[src/rtl/riscv_pkg.sv]
// riscv_pkg: shared opcodes, ALU op encoding and core state types. Rev 1.0
`default_nettype none

package riscv_pkg;

  localparam logic [6:0] OPC_OP     = 7'b0110011;
  localparam logic [6:0] OPC_OP_IMM = 7'b0010011;
  localparam logic [6:0] OPC_LUI    = 7'b0110111;
  localparam logic [6:0] OPC_AUIPC  = 7'b0010111;
  localparam logic [6:0] OPC_JAL    = 7'b1101111;
  localparam logic [6:0] OPC_JALR   = 7'b1100111;
  localparam logic [6:0] OPC_BRANCH = 7'b1100011;

  typedef enum logic [3:0] {
    ALU_ADD, ALU_SUB, ALU_SLL, ALU_SLT, ALU_SLTU,
    ALU_XOR, ALU_SRL, ALU_SRA, ALU_OR, ALU_AND, ALU_PASS_B
  } alu_op_t;

  typedef enum logic [1:0] {
    FETCH = 2'd0,
    WAIT  = 2'd1,
    EXEC  = 2'd2,
    HALT  = 2'd3
  } core_state_t;

  typedef enum logic [1:0] {
    HC_NONE       = 2'd0,
    HC_ILLEGAL    = 2'd1,
    HC_MISALIGNED = 2'd2,
    HC_RSVD       = 2'd3
  } halt_cause_t;

  // alt selects SUB for funct3=000 and SRA for funct3=101
  function automatic alu_op_t alu_op_from_funct3(input logic [2:0] f3, input logic alt);
    alu_op_t op;
    unique case (f3)
      3'b000:  op = alt ? ALU_SUB : ALU_ADD;
      3'b001:  op = ALU_SLL;
      3'b010:  op = ALU_SLT;
      3'b011:  op = ALU_SLTU;
      3'b100:  op = ALU_XOR;
      3'b101:  op = alt ? ALU_SRA : ALU_SRL;
      3'b110:  op = ALU_OR;
      default: op = ALU_AND;
    endcase
    return op;
  endfunction

endpackage

`default_nettype wire

[src/rtl/riscv_alu.sv]
// riscv_alu: combinational integer ALU with branch compare flags. Rev 1.0
`default_nettype none

module riscv_alu
  import riscv_pkg::*;
#(
  parameter int XLEN = 32
) (
  input  alu_op_t             op,
  input  logic [XLEN-1:0]     a,
  input  logic [XLEN-1:0]     b,
  output logic [XLEN-1:0]     result,
  output logic                eq,
  output logic                lt,
  output logic                ltu
);

  localparam int SHW = (XLEN == 64) ? 6 : 5;

  logic [SHW-1:0] shamt;

  assign shamt = b[SHW-1:0];
  assign eq    = (a == b);
  assign lt    = ($signed(a) < $signed(b));
  assign ltu   = (a < b);

  always_comb begin
    result = '0;
    unique case (op)
      ALU_ADD:    result = a + b;
      ALU_SUB:    result = a - b;
      ALU_SLL:    result = a << shamt;
      ALU_SLT:    result = {{(XLEN-1){1'b0}}, lt};
      ALU_SLTU:   result = {{(XLEN-1){1'b0}}, ltu};
      ALU_XOR:    result = a ^ b;
      ALU_SRL:    result = a >> shamt;
      ALU_SRA:    result = $signed(a) >>> shamt;
      ALU_OR:     result = a | b;
      ALU_AND:    result = a & b;
      ALU_PASS_B: result = b;
      default:    result = '0;
    endcase
  end

endmodule

`default_nettype wire

[src/rtl/riscv_multicycle_core.sv]
// riscv_multicycle_core: FETCH/WAIT/EXEC/HALT RV32I-subset core top. Rev 1.0
// Optional retire trace ports: define RISCV_MULTICYCLE_CORE_RETIRE_TRACE_EN.
`default_nettype none

module riscv_multicycle_core
  import riscv_pkg::*;
#(
  parameter int              XLEN     = 32,
  parameter logic [XLEN-1:0] RESET_PC = '0
) (
  input  logic            clock,
  input  logic            reset,
  output logic            insn_req_valid,
  input  logic            insn_req_ready,
  output logic [XLEN-1:0] insn_addr_bus,
  input  logic            insn_rsp_valid,
  input  logic [31:0]     insn_data_bus,
  output logic            halted,
  output logic [1:0]      halt_cause
`ifdef RISCV_MULTICYCLE_CORE_RETIRE_TRACE_EN
  ,
  output logic            retire_valid,
  output logic [XLEN-1:0] retire_pc,
  output logic [4:0]      retire_rd,
  output logic [XLEN-1:0] retire_rd_data
`endif
);

  core_state_t     state, state_n;
  halt_cause_t     cause;
  logic [XLEN-1:0] pc;
  logic [31:0]     ir;
  logic [XLEN-1:0] rf [32];

  logic [6:0]      opcode, funct7;
  logic [2:0]      funct3;
  logic [4:0]      rd, rs1, rs2;
  logic [XLEN-1:0] imm_i, imm_b, imm_j, imm_u;
  logic [XLEN-1:0] rs1_val, rs2_val, pc_plus4;

  alu_op_t         alu_op;
  logic [XLEN-1:0] alu_a, alu_b, alu_res;
  logic            alu_eq, alu_lt, alu_ltu;

  logic            wr_en, illegal, taken, misaligned, fault;
  logic [XLEN-1:0] wr_data, target, next_pc;

  assign opcode = ir[6:0];
  assign rd     = ir[11:7];
  assign funct3 = ir[14:12];
  assign rs1    = ir[19:15];
  assign rs2    = ir[24:20];
  assign funct7 = ir[31:25];

  assign imm_i = {{(XLEN-12){ir[31]}}, ir[31:20]};
  assign imm_b = {{(XLEN-12){ir[31]}}, ir[7], ir[30:25], ir[11:8], 1'b0};
  assign imm_j = {{(XLEN-20){ir[31]}}, ir[19:12], ir[20], ir[30:21], 1'b0};
  assign imm_u = {{(XLEN-31){ir[31]}}, ir[30:12], 12'b0};

  assign rs1_val  = (rs1 == 5'd0) ? '0 : rf[rs1];
  assign rs2_val  = (rs2 == 5'd0) ? '0 : rf[rs2];
  assign pc_plus4 = pc + XLEN'(4);

  riscv_alu #(.XLEN(XLEN)) u_alu (
    .op     (alu_op),
    .a      (alu_a),
    .b      (alu_b),
    .result (alu_res),
    .eq     (alu_eq),
    .lt     (alu_lt),
    .ltu    (alu_ltu)
  );

  always_comb begin
    alu_op  = ALU_ADD;
    alu_a   = rs1_val;
    alu_b   = imm_i;
    wr_en   = 1'b0;
    wr_data = alu_res;
    illegal = 1'b0;
    taken   = 1'b0;
    target  = pc + imm_b;
    unique case (opcode)
      OPC_OP: begin
        alu_b   = rs2_val;
        alu_op  = alu_op_from_funct3(funct3, funct7[5]);
        wr_en   = 1'b1;
        illegal = !((funct7 == 7'b0000000) ||
                    (funct7 == 7'b0100000 && (funct3 == 3'b000 || funct3 == 3'b101)));
      end
      OPC_OP_IMM: begin
        alu_op = alu_op_from_funct3(funct3, (funct3 == 3'b101) && ir[30]);
        wr_en  = 1'b1;
        // ir[25] is shamt[5] on RV64 but must be zero on RV32
        if (funct3 == 3'b001)
          illegal = (ir[31:26] != 6'b000000) || (XLEN == 32 && ir[25]);
        else if (funct3 == 3'b101)
          illegal = (ir[31:26] != 6'b000000 && ir[31:26] != 6'b010000) ||
                    (XLEN == 32 && ir[25]);
      end
      OPC_LUI: begin
        alu_op = ALU_PASS_B;
        alu_b  = imm_u;
        wr_en  = 1'b1;
      end
      OPC_AUIPC: begin
        alu_a = pc;
        alu_b = imm_u;
        wr_en = 1'b1;
      end
      OPC_JAL: begin
        taken   = 1'b1;
        target  = pc + imm_j;
        wr_en   = 1'b1;
        wr_data = pc_plus4;
      end
      OPC_JALR: begin
        taken   = 1'b1;
        target  = alu_res & ~XLEN'(1);
        wr_en   = 1'b1;
        wr_data = pc_plus4;
      end
      OPC_BRANCH: begin
        alu_b = rs2_val;
        unique case (funct3)
          3'b000:  taken = alu_eq;
          3'b001:  taken = !alu_eq;
          3'b100:  taken = alu_lt;
          3'b101:  taken = !alu_lt;
          3'b110:  taken = alu_ltu;
          3'b111:  taken = !alu_ltu;
          default: illegal = 1'b1;
        endcase
      end
      default: illegal = 1'b1;
    endcase
  end

  assign misaligned = taken && target[1];
  assign fault      = illegal || misaligned;
  assign next_pc    = taken ? target : pc_plus4;

  always_ff @(posedge clock) begin
    if (reset) state <= FETCH;
    else       state <= state_n;
  end

  always_comb begin
    state_n = state;
    unique case (state)
      FETCH:   if (insn_req_ready) state_n = WAIT;
      WAIT:    if (insn_rsp_valid) state_n = EXEC;
      EXEC:    state_n = fault ? HALT : FETCH;
      default: state_n = HALT;
    endcase
  end

  always_ff @(posedge clock) begin
    if (reset) begin
      pc    <= RESET_PC;
      ir    <= '0;
      cause <= HC_NONE;
      for (int i = 0; i < 32; i++) rf[i] <= '0;
    end else begin
      if (state == WAIT && insn_rsp_valid) ir <= insn_data_bus;
      if (state == EXEC) begin
        // illegal takes priority: a bad opcode has no meaningful target
        if (illegal) begin
          cause <= HC_ILLEGAL;
        end else if (misaligned) begin
          cause <= HC_MISALIGNED;
        end else begin
          pc <= next_pc;
          if (wr_en && rd != 5'd0) rf[rd] <= wr_data;
        end
      end
    end
  end

  assign insn_req_valid = (state == FETCH);
  assign insn_addr_bus  = pc;
  assign halted         = (state == HALT);
  assign halt_cause     = cause;

`ifdef RISCV_MULTICYCLE_CORE_RETIRE_TRACE_EN
  assign retire_valid   = (state == EXEC) && !fault && !reset;
  assign retire_pc      = retire_valid ? pc : '0;
  assign retire_rd      = (retire_valid && wr_en) ? rd : 5'd0;
  assign retire_rd_data = (retire_valid && wr_en && rd != 5'd0) ? wr_data : '0;
`endif

endmodule

`default_nettype wire

[config.mk]
export PLATFORM = sky130hd
export DESIGN_NAME = riscv_multicycle_core
export DESIGN_NICKNAME = d
export VERILOG_FILES = /design/src/rtl/riscv_pkg.sv /design/src/rtl/riscv_alu.sv /design/src/rtl/riscv_multicycle_core.sv
export SDC_FILE = /design/constraint.sdc
export NUM_CORES = 2
export LEC_CHECK = 0
export BUFFER_PORTS_ARGS = -buffer_cell sky130_fd_sc_hd__buf_4
export CAP_MARGIN = 0
export CELL_PAD_IN_SITES_DETAIL_PLACEMENT = 1
export CELL_PAD_IN_SITES_GLOBAL_PLACEMENT = 2
export CORE_MARGIN = 3
export CORE_UTILIZATION = 35
export CTS_BUF_LIST = sky130_fd_sc_hd__clkbuf_16
export CTS_CLUSTER_DIAMETER = 100
export DETAILED_ROUTE_END_ITERATION = 10
export PLACE_DENSITY_LB_ADDON = 0.1
export SYNTH_ARGS = -nofsm -noshare
export SYNTH_HDL_FRONTEND = slang
export SYNTH_SLANG_ARGS = --single-unit
[constraint.sdc]
create_clock -name clock -period 8 [get_ports clock]
set_clock_uncertainty 0.15 [all_clocks]
set_input_delay 1.2 -clock clock [delete_from_list [all_inputs] [get_ports clock]]
set_output_delay 1.2 -clock clock [all_outputs]
set_load 0.005 [all_outputs]
==> impl_metrics.py <==
metrics = {
    "power": {
        "vdd_drop_max_mv": 0.1532,
        "power-per-cell-area_mw_per_mm2": 208.1,
        "seq_power_share_pct": 39.9,
        "p_sw_mw": 5.198,
        "pwr-share-clk_pct": 37.8,
        "power_leakage_nw": 27.33,
        "fin_total_pwr_mw": 16.60,
        "switching_share_pct": 31.32,
        "p_int_mw": 11.40,
        "comb_power_share_pct": 22.3,
    },
    "place": {
        "dp_hpwl_mm": 250.9,
        "gp_congestion": 1.061,
        "placedCellCount": 8298,
        "placed_area_mm2": 0.07529,
        "pre_cts_slack_ns": 0.2697,
        "io_buffers": 70,
    },
    "logic_synthesis": {
        "synth_top_area_share_pct": 45.35,
        "avgSynthCellArea_um2": 11.84,
        "synth_cells": 5728,
        "synth_top_cell_by_area": "edfxtp_1",
        "ys_warn_count": 0,
        "synth_edf_count": 1024,
        "yosysMostFrequentCell": "nor2_1",
        "ys_ff_latch": 1101,
        "ys_types": 90,
        "ys_top_cells_by_area": "edfxtp_1, mux4_2, nor2_1, mux2i_1, ha_1",
        "async_flop_share_pct": 0,
        "ys_seq_area_share_pct": 47.63,
        "syn_area_mm2": 0.06780,
        "netlist_top_cells_count": "nor2_1, edfxtp_1, mux4_2, nand2_1, clkbuf_1",
        "ys.flop_type": "edfxtp_1",
    },
    "die": {
        "fp.dieW_um": 446.1,
        "rows": 160,
        "die_h_um": 446.1,
        "initial_utilization_pct": 35.42,
        "core_area_mm2": 0.1914,
        "die_area_mm2": 0.1990,
        "pin_count": 72,
    },
    "grt": {
        "grt_first_pass_wirelength_mm": 490.5,
        "track_usage_pct": 36.02,
        "grt_max_degree": 58,
        "antenna_found_initial": 23,
        "gr-total-overflow": 0,
        "grt_pass1_vias": 56080,
    },
    "worst_setup_path": {
        "cp-start-kind": "flop",
        "rr_endpoint": "rf[9][6]$_SDFFCE_PN0P_",
        "reg2reg_depth": 24,
        "cp_data_required_time_ns": 8.29,
        "rrSetupSlack_ns": 0.29,
        "cp_max_fo": 30,
        "setup.worst_path.class": "flop to flop",
        "crit_path_end_kind": "flop",
        "crit_arrival_ns": 8.00,
    },
    "cts": {
        "cts.sinks": 1101,
        "postCtsSetupBuffers": 0,
        "path_clk_slew_ns": 0.07,
        "clkLatencyLatePin_ns": 0.82,
        "clockBufferDepth": 3,
        "numCtsBuffers": 133,
        "root_buffer": "clkbuf_16",
        "ctsHtreeMaxLevel": 4,
        "hold_buffers": 0,
        "cts_tree": "done",
    },
    "timing": {
        "fin_ws_ns": 0.2868,
        "timing.hold.ws_ns": 0.3649,
        "hold_violations": 0,
        "final.min_clock_period_ns": 7.713,
        "worstMarginPinSlew_ns": 1.432,
        "fin_setup_tns_ns": 0,
        "rsz0062_at_grt": "no",
        "setup_viol": 0,
        "slew_violations": 0,
        "timing.final.crit_share_pct": 96.41,
        "max_freq_ghz": 0.1296,
        "slew_headroom_pct": 3.685,
    },
    "final_layout": {
        "final_cells": 8556,
        "areaGrowthSynthToFinish_pct": 17.62,
        "nNetsFinal": 6089,
        "drive_gt1_share_pct": 25.65,
        "fillers": 19950,
        "design_area_mm2": 0.07974,
        "utilization_pct": 41.67,
    },
    "detailed_routing": {
        "vias": 56470,
        "drt_iter0_markers": 7807,
        "ant_nets": 0,
        "post-route-drc-count": 0,
        "finalWirelength_mm": 362.3,
        "drt-wirelength-per-cell_um": 42.35,
        "routed_via_density": 6.600,
        "drtPass1Iterations": 5,
    },
    "hold_path": {
        "hold_path.class": "flop to flop",
        "hold_start": "ir[0]$_SDFFE_PP0P_",
        "holdPathStages": 2,
        "holdPathEnd": "ir[0]$_SDFFE_PP0P_",
    },
    "outcome": {
        "status": "finished, final reports clean",
    },
    "job": {
        "cap_violations": 0,
    },
}
[routing by layer]
metal  global-route usage [%]  wire length [µm]
met1                    47.41            142400
met2                    55.58            162600
met3                    6.865             32540
met4                    20.91             24860
met5                        0                13
[placed cells by master (no fill, tap or decap), types with 132 or more instances in the layout]
master	instances
a21oi_1	240
buf_12	142
buf_4	425
clkbuf_16	136
edfxtp_1	1024
inv_1	146
mux2i_1	192
mux4_2	585
nand2_1	300
nor2_1	1198
nor3_1	132
[logic make-up (layout without fill, tap and decap cells)]
group	after synthesis	after routing	share of synthesized area, %
buf+inv	662	933	4.167
mux	815	815	22.90
flops	1101	1101	47.63
simple gates	2012	2012	12.54
other cells	1	47	0.005531
fa+ha+maj	131	131	2.451
compound gates	941	941	9.469
xor+xnor	65	65	0.8397
[sequential cells by signal, indices dropped and copies added (netlist names), named ones only]
signal,flops
insn_addr_bus,31
halt_cause,2
rf,1024
ir,32
state,2
[power by group through the flow]
stage	registers [mW]	logic [mW]	clock network, mW
floorplan	6.65	1.87	0
global placement	6.72	3.61	0
detailed placement	6.73	3.62	0
CTS	6.61	3.63	6.35
global route	6.64	3.81	6.58
finish	6.62	3.70	6.27
[layout make-up]
type | instances | area [µm²] | area share [%]
antenna | 14 | 35.03 | 0.04393
clock buffer | 136 | 3403 | 4.268
multi-input combinational | 3997 | 33330 | 41.80
inverter | 121 | 457.9 | 0.5743
tap | 2511 | 3142 | 3.940
timing repair buffer | 568 | 6045 | 7.580
sequential | 1101 | 32320 | 40.53
clock inverter | 108 | 1006 | 1.262
[worst max-delay path by stage]
stage                     from                  endpoint  slack, ns  cells past startpoint
after floorplan           flop   rf[14][0]$_SDFFCE_PN0P_      -0.04                     30
after global placement    flop  rf[29][31]$_SDFFCE_PN0P_       0.39                     22
after detailed placement  flop  rf[22][31]$_SDFFCE_PN0P_       0.27                     22
after CTS                 flop  rf[22][31]$_SDFFCE_PN0P_       0.19                     22
after global routing      flop   rf[3][27]$_SDFFCE_PN0P_       0.02                     21
final                     flop    rf[9][6]$_SDFFCE_PN0P_       0.29                     24
[worst max-delay path, stage by stage, from the launching register on]
cell and delay [ns]:
dfxtp_4 0.40, buf_12 0.22, buf_12 0.29, mux4_2 0.56
mux4_2 0.50, mux2_2 0.40, a221oi_1 0.36, buf_4 0.20
nor2_1 0.11, ha_1 0.34, nor2_1 0.08, a211o_1 0.31
a21oi_1 0.24, nand3_1 0.17, o21ai_0 0.24, buf_4 0.21
o21a_1 0.14, o2111a_1 0.27, o31a_1 0.16, o211ai_1 0.11
buf_4 0.22, a21oi_2 0.73, nand2_2 0.23, nand2_2 0.16
buf_12 0.35
[timing repair]
item                                    in CTS  in global routing
hold endpoints to repair                     0                  0
endpoints found under the setup margin       0                 25
resized for setup                            0                  1
Power figures use the tool's default switching activity.
